### src/rtl/lstm_axi_sequencer.sv
// lstm_axi_sequencer
//
// AXI4-Lite master that drives the LSTM register block for a streaming
// datapath. One x sample is accepted per handshake and written to X_IN. The
// block then waits for the LSTM stage's lstm_valid pulse, reads back y_out
// and C_out, and presents the pair on the output stream. Only one AXI
// transaction is outstanding at a time, and samples are not pipelined.
//
// Ports
//   clk, rst                      clock, asynchronous active-high reset
//   s_x_data/s_x_valid/s_x_ready  input sample stream (ready is combinational)
//   m_y_data/m_c_data/m_valid/m_ready  result stream
//   aw*/w*/b*/ar*/r*              AXI4-Lite master channels
//   lstm_ready, lstm_valid        status from the LSTM stage
//   busy                          high whenever the FSM is not idle
//   resp_err, timeout_err         sticky error flags, cleared only by rst
module lstm_axi_sequencer #(
    parameter logic [31:0] X_ADDR         = 32'd288,
    parameter logic [31:0] Y_ADDR         = 32'd292,
    parameter logic [31:0] C_ADDR         = 32'd296,
    parameter int unsigned TIMEOUT_CYCLES = 1024
) (
    input  logic        clk,
    input  logic        rst,
    input  logic [15:0] s_x_data,
    input  logic        s_x_valid,
    output logic        s_x_ready,
    output logic [15:0] m_y_data,
    output logic [15:0] m_c_data,
    output logic        m_valid,
    input  logic        m_ready,
    output logic [31:0] awaddr,
    output logic [2:0]  awprot,
    output logic        awvalid,
    input  logic        awready,
    output logic [31:0] wdata,
    output logic [3:0]  wstrb,
    output logic        wvalid,
    input  logic        wready,
    input  logic [1:0]  bresp,
    input  logic        bvalid,
    output logic        bready,
    output logic [31:0] araddr,
    output logic [2:0]  arprot,
    output logic        arvalid,
    input  logic        arready,
    input  logic [31:0] rdata,
    input  logic [1:0]  rresp,
    input  logic        rvalid,
    output logic        rready,
    input  logic        lstm_ready,
    input  logic        lstm_valid,
    output logic        busy,
    output logic        resp_err,
    output logic        timeout_err
);

    localparam int unsigned CntW = $clog2(TIMEOUT_CYCLES);
    localparam logic [CntW-1:0] CntLast = CntW'(TIMEOUT_CYCLES - 1);
    localparam logic [CntW-1:0] SettleLast = CntW'(1);

    typedef enum logic [3:0] {
        StIdle, StWr, StWresp, StWait, StSettle,
        StRdY, StRdataY, StRdC, StRdataC, StOut
    } state_t;

    state_t          r_state;
    logic [CntW-1:0] r_cnt;
    logic            r_seen;

    logic w_aw_done;
    logic w_w_done;
    logic w_unused_rdata_hi;

    // A channel counts as done if it was already accepted or is accepted now.
    assign w_aw_done = !awvalid || awready;
    assign w_w_done  = !wvalid || wready;

    assign s_x_ready = (r_state == StIdle) && lstm_ready;
    assign awprot    = 3'b000;
    assign arprot    = 3'b000;

    assign w_unused_rdata_hi = ^rdata[31:16];

    always_ff @(posedge clk or posedge rst) begin
        if (rst) begin
            r_state     <= StIdle;
            r_cnt       <= '0;
            r_seen      <= 1'b0;
            awaddr      <= '0;
            awvalid     <= 1'b0;
            wdata       <= '0;
            wstrb       <= '0;
            wvalid      <= 1'b0;
            bready      <= 1'b0;
            araddr      <= '0;
            arvalid     <= 1'b0;
            rready      <= 1'b0;
            m_y_data    <= '0;
            m_c_data    <= '0;
            m_valid     <= 1'b0;
            busy        <= 1'b0;
            resp_err    <= 1'b0;
            timeout_err <= 1'b0;
        end else begin
            // The result pulse can arrive before the B response, so remember it.
            if (lstm_valid && (r_state == StWr || r_state == StWresp || r_state == StWait)) begin
                r_seen <= 1'b1;
            end

            case (r_state)
                StIdle: begin
                    if (s_x_valid && lstm_ready) begin
                        r_seen  <= 1'b0;
                        awaddr  <= X_ADDR;
                        awvalid <= 1'b1;
                        wdata   <= {16'h0000, s_x_data};
                        wstrb   <= 4'hF;
                        wvalid  <= 1'b1;
                        busy    <= 1'b1;
                        r_state <= StWr;
                    end
                end
                StWr: begin
                    if (awvalid && awready) awvalid <= 1'b0;
                    if (wvalid && wready)   wvalid  <= 1'b0;
                    if (w_aw_done && w_w_done) begin
                        bready  <= 1'b1;
                        r_state <= StWresp;
                    end
                end
                StWresp: begin
                    if (bvalid) begin
                        bready  <= 1'b0;
                        if (bresp != 2'b00) resp_err <= 1'b1;
                        r_cnt   <= '0;
                        r_state <= StWait;
                    end
                end
                StWait: begin
                    // A pulse coinciding with the last count still wins.
                    if (r_seen || lstm_valid) begin
                        r_cnt   <= '0;
                        r_state <= StSettle;
                    end else if (r_cnt == CntLast) begin
                        timeout_err <= 1'b1;
                        busy        <= 1'b0;
                        r_cnt       <= '0;
                        r_state     <= StIdle;
                    end else begin
                        r_cnt <= r_cnt + 1'b1;
                    end
                end
                StSettle: begin
                    // Two cycles: y_out lands on the pulse, C_out one cycle later.
                    if (r_cnt == SettleLast) begin
                        r_cnt   <= '0;
                        araddr  <= Y_ADDR;
                        arvalid <= 1'b1;
                        r_state <= StRdY;
                    end else begin
                        r_cnt <= r_cnt + 1'b1;
                    end
                end
                StRdY: begin
                    if (arready) begin
                        arvalid <= 1'b0;
                        rready  <= 1'b1;
                        r_state <= StRdataY;
                    end
                end
                StRdataY: begin
                    if (rvalid) begin
                        rready   <= 1'b0;
                        m_y_data <= rdata[15:0];
                        if (rresp != 2'b00) resp_err <= 1'b1;
                        araddr   <= C_ADDR;
                        arvalid  <= 1'b1;
                        r_state  <= StRdC;
                    end
                end
                StRdC: begin
                    if (arready) begin
                        arvalid <= 1'b0;
                        rready  <= 1'b1;
                        r_state <= StRdataC;
                    end
                end
                StRdataC: begin
                    if (rvalid) begin
                        rready   <= 1'b0;
                        m_c_data <= rdata[15:0];
                        if (rresp != 2'b00) resp_err <= 1'b1;
                        m_valid  <= 1'b1;
                        r_state  <= StOut;
                    end
                end
                StOut: begin
                    if (m_ready) begin
                        m_valid <= 1'b0;
                        busy    <= 1'b0;
                        r_state <= StIdle;
                    end
                end
                default: r_state <= StIdle;
            endcase
        end
    end

endmodule

### config.mk
export PLATFORM = sky130hd
export DESIGN_NAME = lstm_axi_sequencer
export DESIGN_NICKNAME = d
export VERILOG_FILES = /design/src/rtl/lstm_axi_sequencer.sv
export SDC_FILE = /design/constraint.sdc
export NUM_CORES = 1
export LEC_CHECK = 0
export CAP_MARGIN = 5
export CORE_MARGIN = 8
export CORE_UTILIZATION = 30
export CTS_BUF_LIST = sky130_fd_sc_hd__clkbuf_16
export CTS_CLUSTER_DIAMETER = 60
export DETAILED_ROUTE_END_ITERATION = 6
export HOLD_SLACK_MARGIN = 0.05
export PLACE_DENSITY_LB_ADDON = 0.05
export SYNTH_ARGS = -nofsm -noshare
export SYNTH_HDL_FRONTEND = slang
export SYNTH_SLANG_ARGS = --single-unit
### constraint.sdc
create_clock -name clk -period 2.8 [get_ports clk]
set_input_delay 0.84 -clock clk [delete_from_list [all_inputs] [get_ports clk]]
set_output_delay 0.84 -clock clk [all_outputs]
set_load 0.05 [all_outputs]
-- Word-level counts from Yosys, hierarchy flattened
Index checks and enable logic that the tools add are counted.
- bits in registers: 106
- latch bits: 0
- RAM bits: 0
- bits in read-only memories: 0
- output and inout bits: 148
- logic and storage cells: 139
- memories: 0
- add/subtract/negate cells: 1
- multiply operators: 0
- divide/modulo/power cells: 0
- order comparisons: 0
- equal/unequal tests: 29
- shift operators: 0
- muxes and demuxes: 48
- bitwise gates (word level): 1
- reduce and logical (&&, ||, !) cells: 42
- operators with widths (kind ; count):
    $mux W32 ; 2
    $pmux W32 S2 ; 1
    $mux W4 ; 11
    $mux W10 ; 4
    $pmux W4 S10 ; 1
    $pmux W10 S3 ; 1
    $reduce_and A3 Y1 ; 7
    $mux W1 ; 20
    $ne A2 B1 Y1 const B ; 9
    $eq A4 B3 Y1 const B ; 4
    $ne A2 B2 Y1 const B ; 8
    $reduce_bool A2 Y1 ; 8
    $pmux W1 S2 ; 6
    $add A10 B1 Y10 const B ; 1
    $eq A10 B1 Y1 const B ; 1
    $eq A10 B10 Y1 const B ; 1
    $reduce_and A10 Y1 ; 1
    $reduce_and A5 Y1 ; 2
    $reduce_bool A3 Y1 ; 3
    $eq A4 B2 Y1 const B ; 2
    $eq A4 B4 Y1 const B ; 2
    $reduce_and A2 Y1 ; 4
    $logic_and A1 B1 Y1 ; 6
    $pmux W1 S3 ; 2
    8 further kinds ; 14

-- Logic depth before layout (Yosys ltp)
- depth in word-level cells: 7
- depth in mapped cells: 8

-- Worst setup path after synthesis
No wires, ideal clock.
- kind: register to output
- from: reg r_state[3]
- to: out s_x_ready
- data arrival time: 1.285 ns
- setup slack: 0.675 ns
- stages on the path, launching flop included: 4
- buffers on the path: 1
- cells stage by stage: dfrtp_1 clkbuf_1 nor2_1 and3_1
- word-level cells in the longest chain between the ends: 2
- RTL lines (what ; line ; source):
    start: declaration ; 67 ; state_t r_state;
    start signal: assignment ; 87 ; r_state <= StIdle;
    start signal: assignment ; 121 ; r_state <= StWr;
    start signal: assignment ; 129 ; r_state <= StWresp;
    $logic_not A4 Y1 ; 79 ; assign s_x_ready = (r_state == StIdle) && lstm_ready;
    $logic_and A1 B1 Y1 ; 79 ;
    end: declaration ; 27 ; output logic s_x_ready,
No other way between the ends.

-- Final worst setup path
- from: in lstm_ready
- to: out s_x_ready
- word-level cells in the longest chain between the ends: 1
- RTL lines (what ; line ; source):
    start: declaration ; 51 ; input logic lstm_ready,
    $logic_and A1 B1 Y1 ; 79 ;
No other way between the ends.

==> summary.md <==
| Metric | Value |
|---|---|
| Row Count | `43` |
| Ys flop type | `dfrtp_1` |
| I/O pins | `211` |
| Status | `complete, no violations` |
| Total power | `7.034 mW` |
| Placed cells | `671` |
| Post-CTS Setup Bufs | `0` |
| P_leak | `2.536 nW` |
| Core area | `0.01367 mm^2` |
| Layout Nets | `567` |
| Worst-margin pin slew | `0.5907 ns` |
| Clk buf depth | `2` |
| Post-DP HPWL | `8166 um` |
| Most common cell in the synthesized netlist | `buf_4` |
| Crit path launch type | `input port` |
| DIE WIDTH | `133.3 um` |
| MaxCap Viol Count | `0` |
| Post-synth top area share | `0.4606` |
| F_max | `391.1 MHz` |
| Skew final | `0.01012 ns` |
| Final Cycle Share | `0.9131` |
| Vias in the first global route | `3092` |
| H-tree Lvls | `3` |
| Critical Path Stages | `3` |
| RSZ-0062 raised after global routing | `no` |
| Antenna Nets Post-Route | `0` |
| Setup CP Type | `in -> out` |
| Largest family of logic cells by synthesized area | `buffers and inverters` |
| YS warnings | `0` |
| RD Place Congestion | `0.7394` |
| Layout filler cell count | `1323` |
| CP max FO | `3` |
| Design area | `0.005545 mm^2` |
| Inserted Clock Buffers | `9` |
| 1st-iter DRT viols | `100` |
| Synth cell types | `47` |
| Share of the yosys chip area belonging to registers | `0.4606` |
| Slowest cell on the critical path | `clkdlybuf4s50_1` |
| Die area | `0.01777 mm^2` |
| Critical Path Source | `lstm_ready` |
| Hold_sp | `resp_err$_DFFE_PP0P_` |
| FF-to-FF path depth | `8` |
| Drt total wl | `10780 um` |
| Yosys top cell by area | `dfrtp_1` |
| Initial antenna violation count | `0` |
| CP Data Arrival Time | `1.72 ns` |
| Xor/xnor share of the synthesized area | `0` |
| WL/cell | `15.73 um` |
| Cells after Synth | `383` |
| Clk_lat worst skew | `0.34 ns` |
| Global-route wire length before repair | `17260 um` |
| Initial core utilization | `0.3021` |
| Cell family with most CP delay | `buffers and inverters` |
| Cell Count, Final, Fillers Out | `685` |
| Reg2reg start | `r_cnt[1]$_DFFE_PP0P_` |
| Yosys reg bits | `76` |
| Post-Synth Adder-Cell Area | `0.006061` |
| Largest cells by area after synthesis | `dfrtp_1, buf_4, mux2_2` |
| Hold Path Class | `reg -> reg` |
| Tot GR Track Use | `0.1217` |
| # port buffers | `114` |
| Vias | `2954` |
| Worst path buffer plus inverter count | `2` |
| Max_slew headroom | `0.5960` |
| Ys async rst share | `1.000` |
| Mux share of post-synthesis cell area | `0.1412` |
| Final setup margin | `0.2433 ns` |
| Root Driver | `clkbuf_16` |
| Post-synth EDFFs | `0` |
| Hold Violations, Final | `0` |
| Setup tns final | `0 ns` |
| Worst vdd ir | `678.0 uV` |
| Cell Area, Synth | `0.004129 mm^2` |
| Synth-to-layout area growth | `34.30%` |
| Hold-fix buffers, CTS | `0` |
| Layout cells sized above 1 | `0.1762` |
| Top cells by count, synth | `buf_4, dfrtp_1, mux2_2, nor2_1, o21ai_0` |
| Die height | `133.3 um` |
| Layout Utilization | `0.4058` |
| Kind of end point of the critical path | `primary output` |
| Drt drc | `0` |
| ANT cells | `0` |
| TritonRoute pass-1 iters | `4` |
| Max stage delay on crit path | `0.51 ns` |
| Vias per cell | `4.312` |
| Max-slew violation count | `0` |
| Synth Area in Compound Gates | `0.09515` |
| Clock sinks | `76` |
| Post-CTS Resized | `0` |
| Total gr overflow | `0` |
| CTS tree | `done` |
| Simple-Gate Fraction of Synth Area | `0.1164` |
| Clock-pin slew on the worst setup and hold paths | `0.06 ns` |
| Setup WS pre-CTS | `0.2110 ns` |
| Hold Crit Depth | `1` |
| PD cells | `1268 mW/mm^2` |
| Pin count of the biggest net entering global routing | `46` |
| Worst EP required | `1.96 ns` |
| Final Setup Violations | `0` |
| Dpl cell area | `0.005241 mm^2` |
| Hold WS | `0.4615 ns` |
| Tmin final | `2.557 ns` |
| Synthesized area per cell | `10.78 um^2` |
| Worst-path cell chain | `clkdlybuf4s50_1 > and3_1 > buf_12` |
cell usage in the layout, fill, tap and decap left out, types with 9 or more instances in the layout:
master,netlist,final
a21o_1,9,9
buf_4,87,14
clkbuf_16,0,9
clkdlybuf4s50_1,0,113
conb_1,1,80
dfrtp_1,76,76
mux2_2,48,48
nand2_1,12,12
nor2_1,21,20
o21ai_0,14,14
metal layers:
layer,up-vias,track usage,wire (um),share of wire
met5,-,0,0,0
met4,0,0.04679,151,0.014
met3,11,0.05986,1344,0.12
met2,127,0.1798,4651,0.43
met1,1398,0.1488,4629,0.43
li1,1418,-,-,-
layout make-up:
type / count / area, um^2 / share of cell area
timing repair buffer: 130 / 1296 / 0.2338
sequential: 76 / 1902 / 0.3430
tap: 180 / 225.2 / 0.04061
inverter: 9 / 33.78 / 0.006092
clock inverter: 5 / 78.83 / 0.01421
multi-input combinational: 276 / 1784 / 0.3218
clock buffer: 9 / 225.2 / 0.04061
final timing paths:
check | to | slack, ns
min in group asynchronous | wdata[11]$_DFFE_PP0P_ | 0.84
min | resp_err$_DFFE_PP0P_ | 0.46
max in group asynchronous | wstrb[0]$_DFFE_PP0P_ | 1.32
max reg2reg | r_cnt[5]$_DFFE_PP0P_ | 0.55
min reg2reg | resp_err$_DFFE_PP0P_ | 0.46
max | s_x_ready | 0.24
power by group:
group          switching [mW]  leakage (nW)  internal, mW
logic                    2.57          1.45          1.39
clock network           0.451         0.151         0.769
registers               0.329         0.934          1.53
registers in the layout (all words and copies together), names as in the netlist, 3 cells and up:
name / cells
m_c_data: 16
r_state: 4
araddr: 3
m_y_data: 16
r_cnt: 10
wdata: 16
kinds of logic (layout without fill, tap and decap cells):
kind of cell | Yosys count | count (layout)
buffers and inverters | 110 | 153
and+or+nand+nor | 87 | 87
DFF | 76 | 76
AOI/OAI and AO/OA | 55 | 55
muxes | 52 | 52
adders and majority gates | 2 | 2
other | 1 | 80
(Power assumes the default switching activity.)
